[config.mk]
export PLATFORM = sky130hd
export DESIGN_NAME = imem_loader_flat
export DESIGN_NICKNAME = d
export VERILOG_FILES = /design/src/rtl/imem_loader_if.sv /design/src/rtl/imem_loader.sv /design/src/flat_wrapper.sv
export SDC_FILE = /design/constraint.sdc
export NUM_CORES = 1
export LEC_CHECK = 0
export BUFFER_PORTS_ARGS = -buffer_cell sky130_fd_sc_hd__buf_4
export CELL_PAD_IN_SITES_DETAIL_PLACEMENT = 1
export CELL_PAD_IN_SITES_GLOBAL_PLACEMENT = 1
export CORE_AREA = 2 2 75 77
export DETAILED_ROUTE_END_ITERATION = 12
export DIE_AREA = 0 0 77 79
export GPL_ROUTABILITY_DRIVEN = 0
export GPL_TIMING_DRIVEN = 0
export PLACE_DENSITY_LB_ADDON = 0.12
export SLEW_MARGIN = 20
export SYNTH_ARGS = -nofsm -noshare
export SYNTH_HDL_FRONTEND = slang
export SYNTH_SLANG_ARGS = --single-unit
[constraint.sdc]
create_clock -name clk -period 3.15 [get_ports clk]
set_clock_uncertainty 0.2 [all_clocks]
set_input_delay 0.1575 -clock clk [delete_from_list [all_inputs] [get_ports clk]]
set_output_delay 0.1575 -clock clk [all_outputs]
set_load 0.005 [all_outputs]
[src/rtl/imem_loader_if.sv]
// imem_loader_if: byte-stream, INMEM write and status bundle of the program loader
// Signals:
//   start       host -> loader  1-cycle pulse starting a load
//   byte_valid  host -> loader  stream byte valid
//   byte_data   host -> loader  stream byte
//   byte_ready  loader -> host  byte accepted when byte_valid & byte_ready
//   imem_we     loader -> mem   INMEM byte write strobe
//   imem_addr   loader -> mem   INMEM byte address
//   imem_wdata  loader -> mem   INMEM byte data
//   cpu_reset   loader -> core  active-high core reset, low only once the image is in
//   busy/done/error             load status levels
// master: host/testbench side; slave: loader side.
interface imem_loader_if #(
  parameter int ADDR_W = 8
);
  logic              start;
  logic              byte_valid;
  logic [7:0]        byte_data;
  logic              byte_ready;
  logic              imem_we;
  logic [ADDR_W-1:0] imem_addr;
  logic [7:0]        imem_wdata;
  logic              cpu_reset;
  logic              busy;
  logic              done;
  logic              error;
  modport master (
    output start, byte_valid, byte_data,
    input  byte_ready, imem_we, imem_addr, imem_wdata, cpu_reset, busy, done, error
  );
  modport slave (
    input  start, byte_valid, byte_data,
    output byte_ready, imem_we, imem_addr, imem_wdata, cpu_reset, busy, done, error
  );
endinterface

[src/rtl/imem_loader.sv]
// imem_loader: length-prefixed byte-stream loader writing INMEM and holding the core in reset
// Ports:
//   clk    core clock
//   reset  synchronous active-low reset
//   bus    imem_loader_if.slave (stream in, INMEM write out, cpu_reset/busy/done/error out)
// Stream: LEN_LO, LEN_HI (N words), then 4*N bytes, byte k -> INMEM[k].
// Optional feature macro LOADER_CHECKSUM_EN: adds a trailing XOR checksum byte (CHK state).
module imem_loader #(
  parameter int ADDR_W    = 8,
  parameter int MAX_WORDS = 64
) (
  input logic          clk,
  input logic          reset,
  imem_loader_if.slave bus
);
  typedef enum logic [2:0] {
    S_IDLE,
    S_LEN_LO,
    S_LEN_HI,
    S_DATA,
`ifdef LOADER_CHECKSUM_EN
    S_CHK,
`endif
    S_DONE,
    S_ERR
  } state_t;
`ifdef LOADER_CHECKSUM_EN
  localparam state_t S_END = S_CHK;
`else
  localparam state_t S_END = S_DONE;
`endif
  localparam logic [15:0]       MAXW = 16'(MAX_WORDS);
  localparam logic [ADDR_W-1:0] ONE  = 1;
  state_t            r_state, w_next;
  logic              r_done;
  logic              r_we;
  logic [ADDR_W-1:0] r_cnt, r_addr, w_last_idx;
  logic [ADDR_W-3:0] r_nw;
  logic [7:0]        r_lo, r_wdata;
  logic [15:0]       w_len;
  logic              w_acc, w_rx;
  assign w_acc = bus.byte_valid & bus.byte_ready;
  assign w_len = {bus.byte_data, r_lo};
  // N == 2**(ADDR_W-2) truncates to 0 in r_nw; 0 - 1 still gives the right last index
  assign w_last_idx = {r_nw, 2'b00} - ONE;
`ifdef LOADER_CHECKSUM_EN
  assign w_rx = r_state inside {S_LEN_LO, S_LEN_HI, S_DATA, S_CHK};
  logic [7:0] r_chk;
  always_ff @(posedge clk)
    if (!reset) r_chk <= '0;
    else if (w_acc) r_chk <= (r_state == S_LEN_LO) ? bus.byte_data : r_chk ^ bus.byte_data;
`else
  assign w_rx = r_state inside {S_LEN_LO, S_LEN_HI, S_DATA};
`endif
  // r_done rises one cycle after entering DONE so the last INMEM write lands before the core runs
  always_ff @(posedge clk)
    if (!reset) begin
      r_state <= S_IDLE;
      r_done  <= 1'b0;
    end else begin
      r_state <= w_next;
      r_done  <= (r_state == S_DONE) && (w_next == S_DONE);
    end
  always_comb begin
    w_next = r_state;
    case (r_state)
      S_IDLE, S_DONE, S_ERR: if (bus.start) w_next = S_LEN_LO;
      S_LEN_LO: if (w_acc) w_next = S_LEN_HI;
      S_LEN_HI: if (w_acc) w_next = (w_len == 16'd0) ? S_END : (w_len > MAXW) ? S_ERR : S_DATA;
      S_DATA: if (w_acc && r_cnt == w_last_idx) w_next = S_END;
`ifdef LOADER_CHECKSUM_EN
      S_CHK: if (w_acc) w_next = (bus.byte_data == r_chk) ? S_DONE : S_ERR;
`endif
      default: w_next = S_IDLE;
    endcase
  end
  always_comb begin
    bus.byte_ready = w_rx;
    bus.busy       = w_rx || (r_state == S_DONE && !r_done);
    bus.done       = r_done;
    bus.error      = r_state == S_ERR;
    bus.cpu_reset  = !r_done;
    bus.imem_we    = r_we;
    bus.imem_addr  = r_addr;
    bus.imem_wdata = r_wdata;
  end
  always_ff @(posedge clk)
    if (!reset) begin
      r_cnt   <= '0;
      r_nw    <= '0;
      r_lo    <= '0;
      r_we    <= 1'b0;
      r_addr  <= '0;
      r_wdata <= '0;
    end else begin
      r_we <= w_acc && (r_state == S_DATA);
      if (w_acc && r_state == S_LEN_LO) r_lo <= bus.byte_data;
      if (w_acc && r_state == S_LEN_HI) begin
        r_nw  <= w_len[ADDR_W-3:0];
        r_cnt <= '0;
      end
      if (w_acc && r_state == S_DATA) begin
        r_addr  <= r_cnt;
        r_wdata <= bus.byte_data;
        r_cnt   <= r_cnt + ONE;
      end
    end
endmodule

[src/flat_wrapper.sv]
// flat-port wrapper written by rule: the top's interface ports become plain ports
module imem_loader_flat 
#(
  parameter int ADDR_W    = 8,
  parameter int MAX_WORDS = 64
)
  (clk, reset, bus_start, bus_byte_valid, bus_byte_data, bus_byte_ready, bus_imem_we, bus_imem_addr, bus_imem_wdata, bus_cpu_reset, bus_busy, bus_done, bus_error);
  imem_loader_if #(.ADDR_W(ADDR_W)) bus_i ();
  input logic clk;
  input logic reset;
  input wire logic [$bits(bus_i.start)-1:0] bus_start;
  input wire logic [$bits(bus_i.byte_valid)-1:0] bus_byte_valid;
  input wire logic [$bits(bus_i.byte_data)-1:0] bus_byte_data;
  output wire logic [$bits(bus_i.byte_ready)-1:0] bus_byte_ready;
  output wire logic [$bits(bus_i.imem_we)-1:0] bus_imem_we;
  output wire logic [$bits(bus_i.imem_addr)-1:0] bus_imem_addr;
  output wire logic [$bits(bus_i.imem_wdata)-1:0] bus_imem_wdata;
  output wire logic [$bits(bus_i.cpu_reset)-1:0] bus_cpu_reset;
  output wire logic [$bits(bus_i.busy)-1:0] bus_busy;
  output wire logic [$bits(bus_i.done)-1:0] bus_done;
  output wire logic [$bits(bus_i.error)-1:0] bus_error;
  assign bus_i.start = bus_start;
  assign bus_i.byte_valid = bus_byte_valid;
  assign bus_i.byte_data = bus_byte_data;
  assign bus_byte_ready = bus_i.byte_ready;
  assign bus_imem_we = bus_i.imem_we;
  assign bus_imem_addr = bus_i.imem_addr;
  assign bus_imem_wdata = bus_i.imem_wdata;
  assign bus_cpu_reset = bus_i.cpu_reset;
  assign bus_busy = bus_i.busy;
  assign bus_done = bus_i.done;
  assign bus_error = bus_i.error;
  imem_loader #(.ADDR_W(ADDR_W), .MAX_WORDS(MAX_WORDS)) u_core (.clk(clk), .reset(reset), .bus(bus_i));
endmodule
### After elaboration in Yosys (flattened, before gate mapping)

Index checks and enable logic that the tools add are counted.

| storage, ports and cells | value |
|---|---|
| flip-flop bits (word level) | 43 |
| bits of input ports | 12 |
| output and inout port bits | 22 |
| logic and storage cells | 41 |

| operators by class | value |
|---|---|
| $add $sub $neg | 2 |
| magnitude comparators | 1 |
| equal/unequal tests | 7 |
| mux-type cells | 9 |
| bitwise gates (word level) | 1 |
| reductions and logical operators | 13 |

Operators with widths:

| kind | number |
|---|---|
| $mux W3 | 6 |
| $gt A16 B7 Y1 const B | 1 |
| $logic_not A16 Y1 | 1 |
| $mux W8 | 2 |
| $pmux W3 S4 | 1 |
| $eq A3 B3 Y1 const B | 3 |
| $add A8 B1 Y8 const B | 1 |
| $eq A8 B8 Y1 | 1 |
| $sub A8 B1 Y8 const B | 1 |
| $eq A3 B2 Y1 const B | 2 |
| $logic_and A1 B1 Y1 | 6 |
| $eq A3 B1 Y1 const B | 1 |
| $logic_not A3 Y1 | 1 |
| $reduce_bool A3 Y1 | 1 |
| $reduce_or A3 Y1 | 1 |
| $reduce_bool A2 Y1 | 1 |
| $and A1 B1 Y1 | 1 |
| $logic_not A1 Y1 | 1 |
| $logic_or A1 B1 Y1 | 1 |

### Longest topological paths before layout

| logic depth | value |
|---|---|
| word-level depth | 8 |
| gate-level depth with buffers | 7 |
| depth with buffers taken out | 7 |

### Least setup slack after synthesis

No wires, ideal clock.

| path | value |
|---|---|
| path kind | register -> register |
| start | register u_core.r_nw[0] |
| end | register u_core.r_state[1] |
| setup time | 0.142 ns |
| arrival | 1.587 ns |
| required time | 2.808 ns |
| slack | 1.222 ns |
| cell stages (with the launch flop) | 7 |
| cell sequence | dfxtp_1 -> inv_1 -> ha_1 -> nand2b_1 -> a311o_1 -> a2111oi_4 -> a221oi_1 |

| between the ends | value |
|---|---|
| longest elaborated chain between the ends | 5 |

RTL lines:

| element | line | source |
|---|---|---|
| start, declared | imem_loader.sv:38 | `logic [ADDR_W-3:0] r_nw;` |
| start signal, assigned | imem_loader.sv:99 | `r_nw <= w_len[ADDR_W-3:0];` |
| $sub A8 B1 Y8 | imem_loader.sv:45 | `assign w_last_idx = {r_nw, 2'b00} - ONE;` |
| $eq A8 B8 Y1 | imem_loader.sv:70 | `S_DATA: if (w_acc && r_cnt == w_last_idx) w_next = S_END;` |
| $logic_and A1 B1 Y1 | imem_loader.sv:70 |  |
| $mux W3 | imem_loader.sv:70 |  |
| $pmux W3 S4 | imem_loader.sv:66 | `case (r_state)` |
| end signal, assigned | imem_loader.sv:61 | `r_state <= w_next;` |
| end, declared | imem_loader.sv:34 | `state_t r_state, w_next;` |

Every way passes these cells.
A chain may end at the register's enable or synchronous reset.

### Worst setup path in the final report

Ends and elaborated chain as after synthesis.

==> flow_summary.yaml <==
outcome:
  status: "completed"
grt:
  grt_pass1_vias: 1822
  antenna_found_initial: 0
  grt-ovfl-total: 0
  grt_first_pass_wirelength_um: 8910
  grt_max_degree: 15
  grtUsageTotal_pct: 18.5
cells_and_area:
  layout_common_cells: "nand2_1 (52), dfxtp_1 (43), buf_4 (35)"
  nets: 304
  stdcell_count: 363
  final_layout_size_suffix_gt1_share_pct: 18.2
  area_growth_pct: 25.9
  final_area_mm2: 0.00258
  final.fill_count: 677
  utilization_pct: 48.3
  final_common_cell: "nand2_1"
  insertedDiodeCount: 0
cts:
  h-tree-depth: 2
  numCtsBuffers: 5
  clkLatencyLatePin_ns: 0.31
  cts_buffer_depth: 2
  cts_tree: "yes"
  ctsResizeCount: 0
  clkSlewWorstSetupHoldPaths_ns: 0.09
  clock-root-buffer: "clkbuf_8"
  clkSinkCount: 43
logic_synthesis:
  synth_top_flop_cell: "dfxtp_1"
  yosys_warnings: 0
  yosysSeqAreaShare_pct: 42.0
  syn_nets: 256
  synthArstFlopShare_pct: 0
  yosys_register_bits: 43
  ys_types: 40
  synth_area_per_cell_um2: 8.46
  synth_edf_count: 0
  synth_cells: 242
  synth_area_mm2: 0.00205
timing:
  maxSlewViolCount: 0
  finalSetupViolCount: 0
  slew-limit-headroom_pct: 64.1
  rsz0062_at_grt: "no"
  tns_ns: 0
  fin_crit_ns: 2.13
  finalHoldViolCount: 0
  clock.fmax_mhz: 469
  worst_pin_slew_ns: 0.538
  finalCritPeriodShare_pct: 67.6
power:
  leakage_nw: 0.967
  pwr-share-seq_pct: 50.1
  combPwrFrac_pct: 10.3
  p_int_mw: 0.843
  switchingPower_mw: 0.271
  p_sw_share_pct: 24.3
  power_density_mw_per_mm2: 432
  p_clk_share_pct: 39.6
  irDropWorstVdd_v: 0.000336
die:
  die_y_um: 79
  ioPinCount: 34
  die-width_um: 77
  die_area_mm2: 0.00608
  fp-row-count: 27
  fp.coreArea_mm2: 0.00534
  initial_core_util_pct: 38.4
detailed_routing:
  drc: 0
  drtPass1Iterations: 4
  wire_per_inst_um: 14.3
  drtIter0Drc: 73
  drt-total-wl_um: 5190
  num_vias: 1815
  postRouteAntennaNets: 0
  avgViaCountPerCell: 5.00
critical_path:
  cp.arrival_ns: 2.10
  critPathLaunchType: "register"
  max_stage_delay_ns: 0.44
  slowest_stage: "dfxtp_1"
  end_kind: "register"
  critPathRequiredTime_ns: 3.12
  setup.worst_path.class: "register to register"
  path_cells: "inv_1, ha_1, nand2b_1, a311o_1, a2111oi_4, a221oi_1"
  path_max_fanout: 5
place:
  dpl_cell_area_mm2: 0.00239
  io_buffers: 33
  hpwl_um: 3870
  dp_cells: 347
hold_path:
  hold_path.class: "primary input to register"
job:
  maxCapViolations: 0
-- routing by layer --
metal | vias up | routed length [um] | track usage, %
li1 | 921 | - | -
met1 | 851 | 2540 | 23.2
met2 | 36 | 2440 | 32.5
met3 | 7 | 151 | 3.41
met4 | 0 | 65 | 5.36
met5 | - | 0 | 0
-- sequential cells by signal (all words and copies together), names as in the netlist --
name                   flops
u_core.bus.imem_wdata      8
u_core.bus.imem_we         1
u_core.r_nw                6
u_core.bus.imem_addr       8
u_core.bus.done            1
u_core.r_state             3
u_core.r_cnt               8
u_core.r_lo                8
-- critical path, delay by kind of cell, from the launching register on --
family / cells / cell delay [ns]
AOI/OAI and AO/OA: 3 / 0.86
adders and majority gates: 1 / 0.24
buffers and inverters: 1 / 0.07
DFF: 1 / 0.44
and+or+nand+nor: 1 / 0.17
-- logic make-up after synthesis --
family                     Yosys count  share of synthesized area [%]
and+or+nand+nor                    115                           28.3
xor gates and xnor gates             7                           2.99
buffers and inverters               17                           3.79
DFF                                 43                           42.0
adders and majority gates            2                           1.22
AOI/OAI and AO/OA                   49                           17.2
muxes                                9                           4.46
-- path summary, 6_finish.rpt --
check | startpoint | end | slack [ns] | cells after the start
worst max-delay path | u_core.r_nw[0]$_SDFFE_PN0P_ | u_core.r_state[1]$_SDFF_PN0_ | 1.02 | 6
worst min-delay path | reset | u_core.bus.done$_SDFF_PN0_ | 0.006 | 2
worst max register to register | u_core.r_nw[0]$_SDFFE_PN0P_ | u_core.r_state[1]$_SDFF_PN0_ | 1.02 | 6
worst min register to register | u_core.bus.imem_wdata[2]$_SDFFE_PN0P_ | u_core.bus.imem_wdata[2]$_SDFFE_PN0P_ | 0.27 | 2
-- through the flow --
step	setup WS [ns]	hold WS [ns]	power, mW
4_1_cts	1.01	0.00407	1.13
6_report	1.02	0.00596	1.11
3_5_place_dp	1.04	0.249	0.680
2_1_floorplan	1.22	0.102	0.634
3_3_place_gp	1.06	0.237	0.677
5_1_grt	0.913	0.0198	1.16
-- synthesized netlist by cell type, types with 2 or more instances --
cell type | number | area, um^2
buf_2 | 4 | 20.0
a21oi_1 | 8 | 40.0
mux2i_1 | 8 | 80.1
o21ai_0 | 7 | 35.0
nand2_1 | 52 | 195
clkbuf_1 | 6 | 22.5
and2_1 | 4 | 25.0
nand4_1 | 2 | 12.5
nor3_1 | 7 | 35.0
inv_1 | 4 | 15.0
a21boi_0 | 24 | 180
nor3b_1 | 3 | 22.5
and3_1 | 5 | 31.3
xor2_1 | 4 | 35.0
buf_4 | 2 | 15.0
a21o_1 | 3 | 22.5
dfxtp_1 | 43 | 861
nand2b_1 | 2 | 12.5
ha_1 | 2 | 25.0
nor2_1 | 6 | 22.5
nand3_1 | 7 | 35.0
xnor2_1 | 3 | 26.3
nor2b_1 | 16 | 100
nor4_1 | 3 | 18.8
nand3b_1 | 2 | 15.0
-- power by group through the flow --
stage                     registers (mW)  clock network (mW)  logic (mW)
after floorplan                    0.569                   0      0.0650
after global placement             0.571                   0       0.106
after detailed placement           0.571                   0       0.109
after CTS                          0.558               0.453       0.117
after global routing               0.559               0.473       0.127
final                              0.558               0.441       0.115
-- cell type report --
type	instances	area [um^2]	area share [%]
buffer	13	62.6	2.43
clock buffer	5	68.8	2.67
clock inverter	3	43.8	1.70
inverter	4	15.0	0.582
multi-input combinational	182	1110	43.0
sequential	43	861	33.4
tap	72	90.1	3.49
timing repair buffer	41	328	12.7
-- timing repair --
action,CTS,global route
hold buffers,8,0
endpoints found under the setup margin,0,0
hold endpoints to repair,16,0
setup buffers,0,0
(Power assumes the default switching activity.)
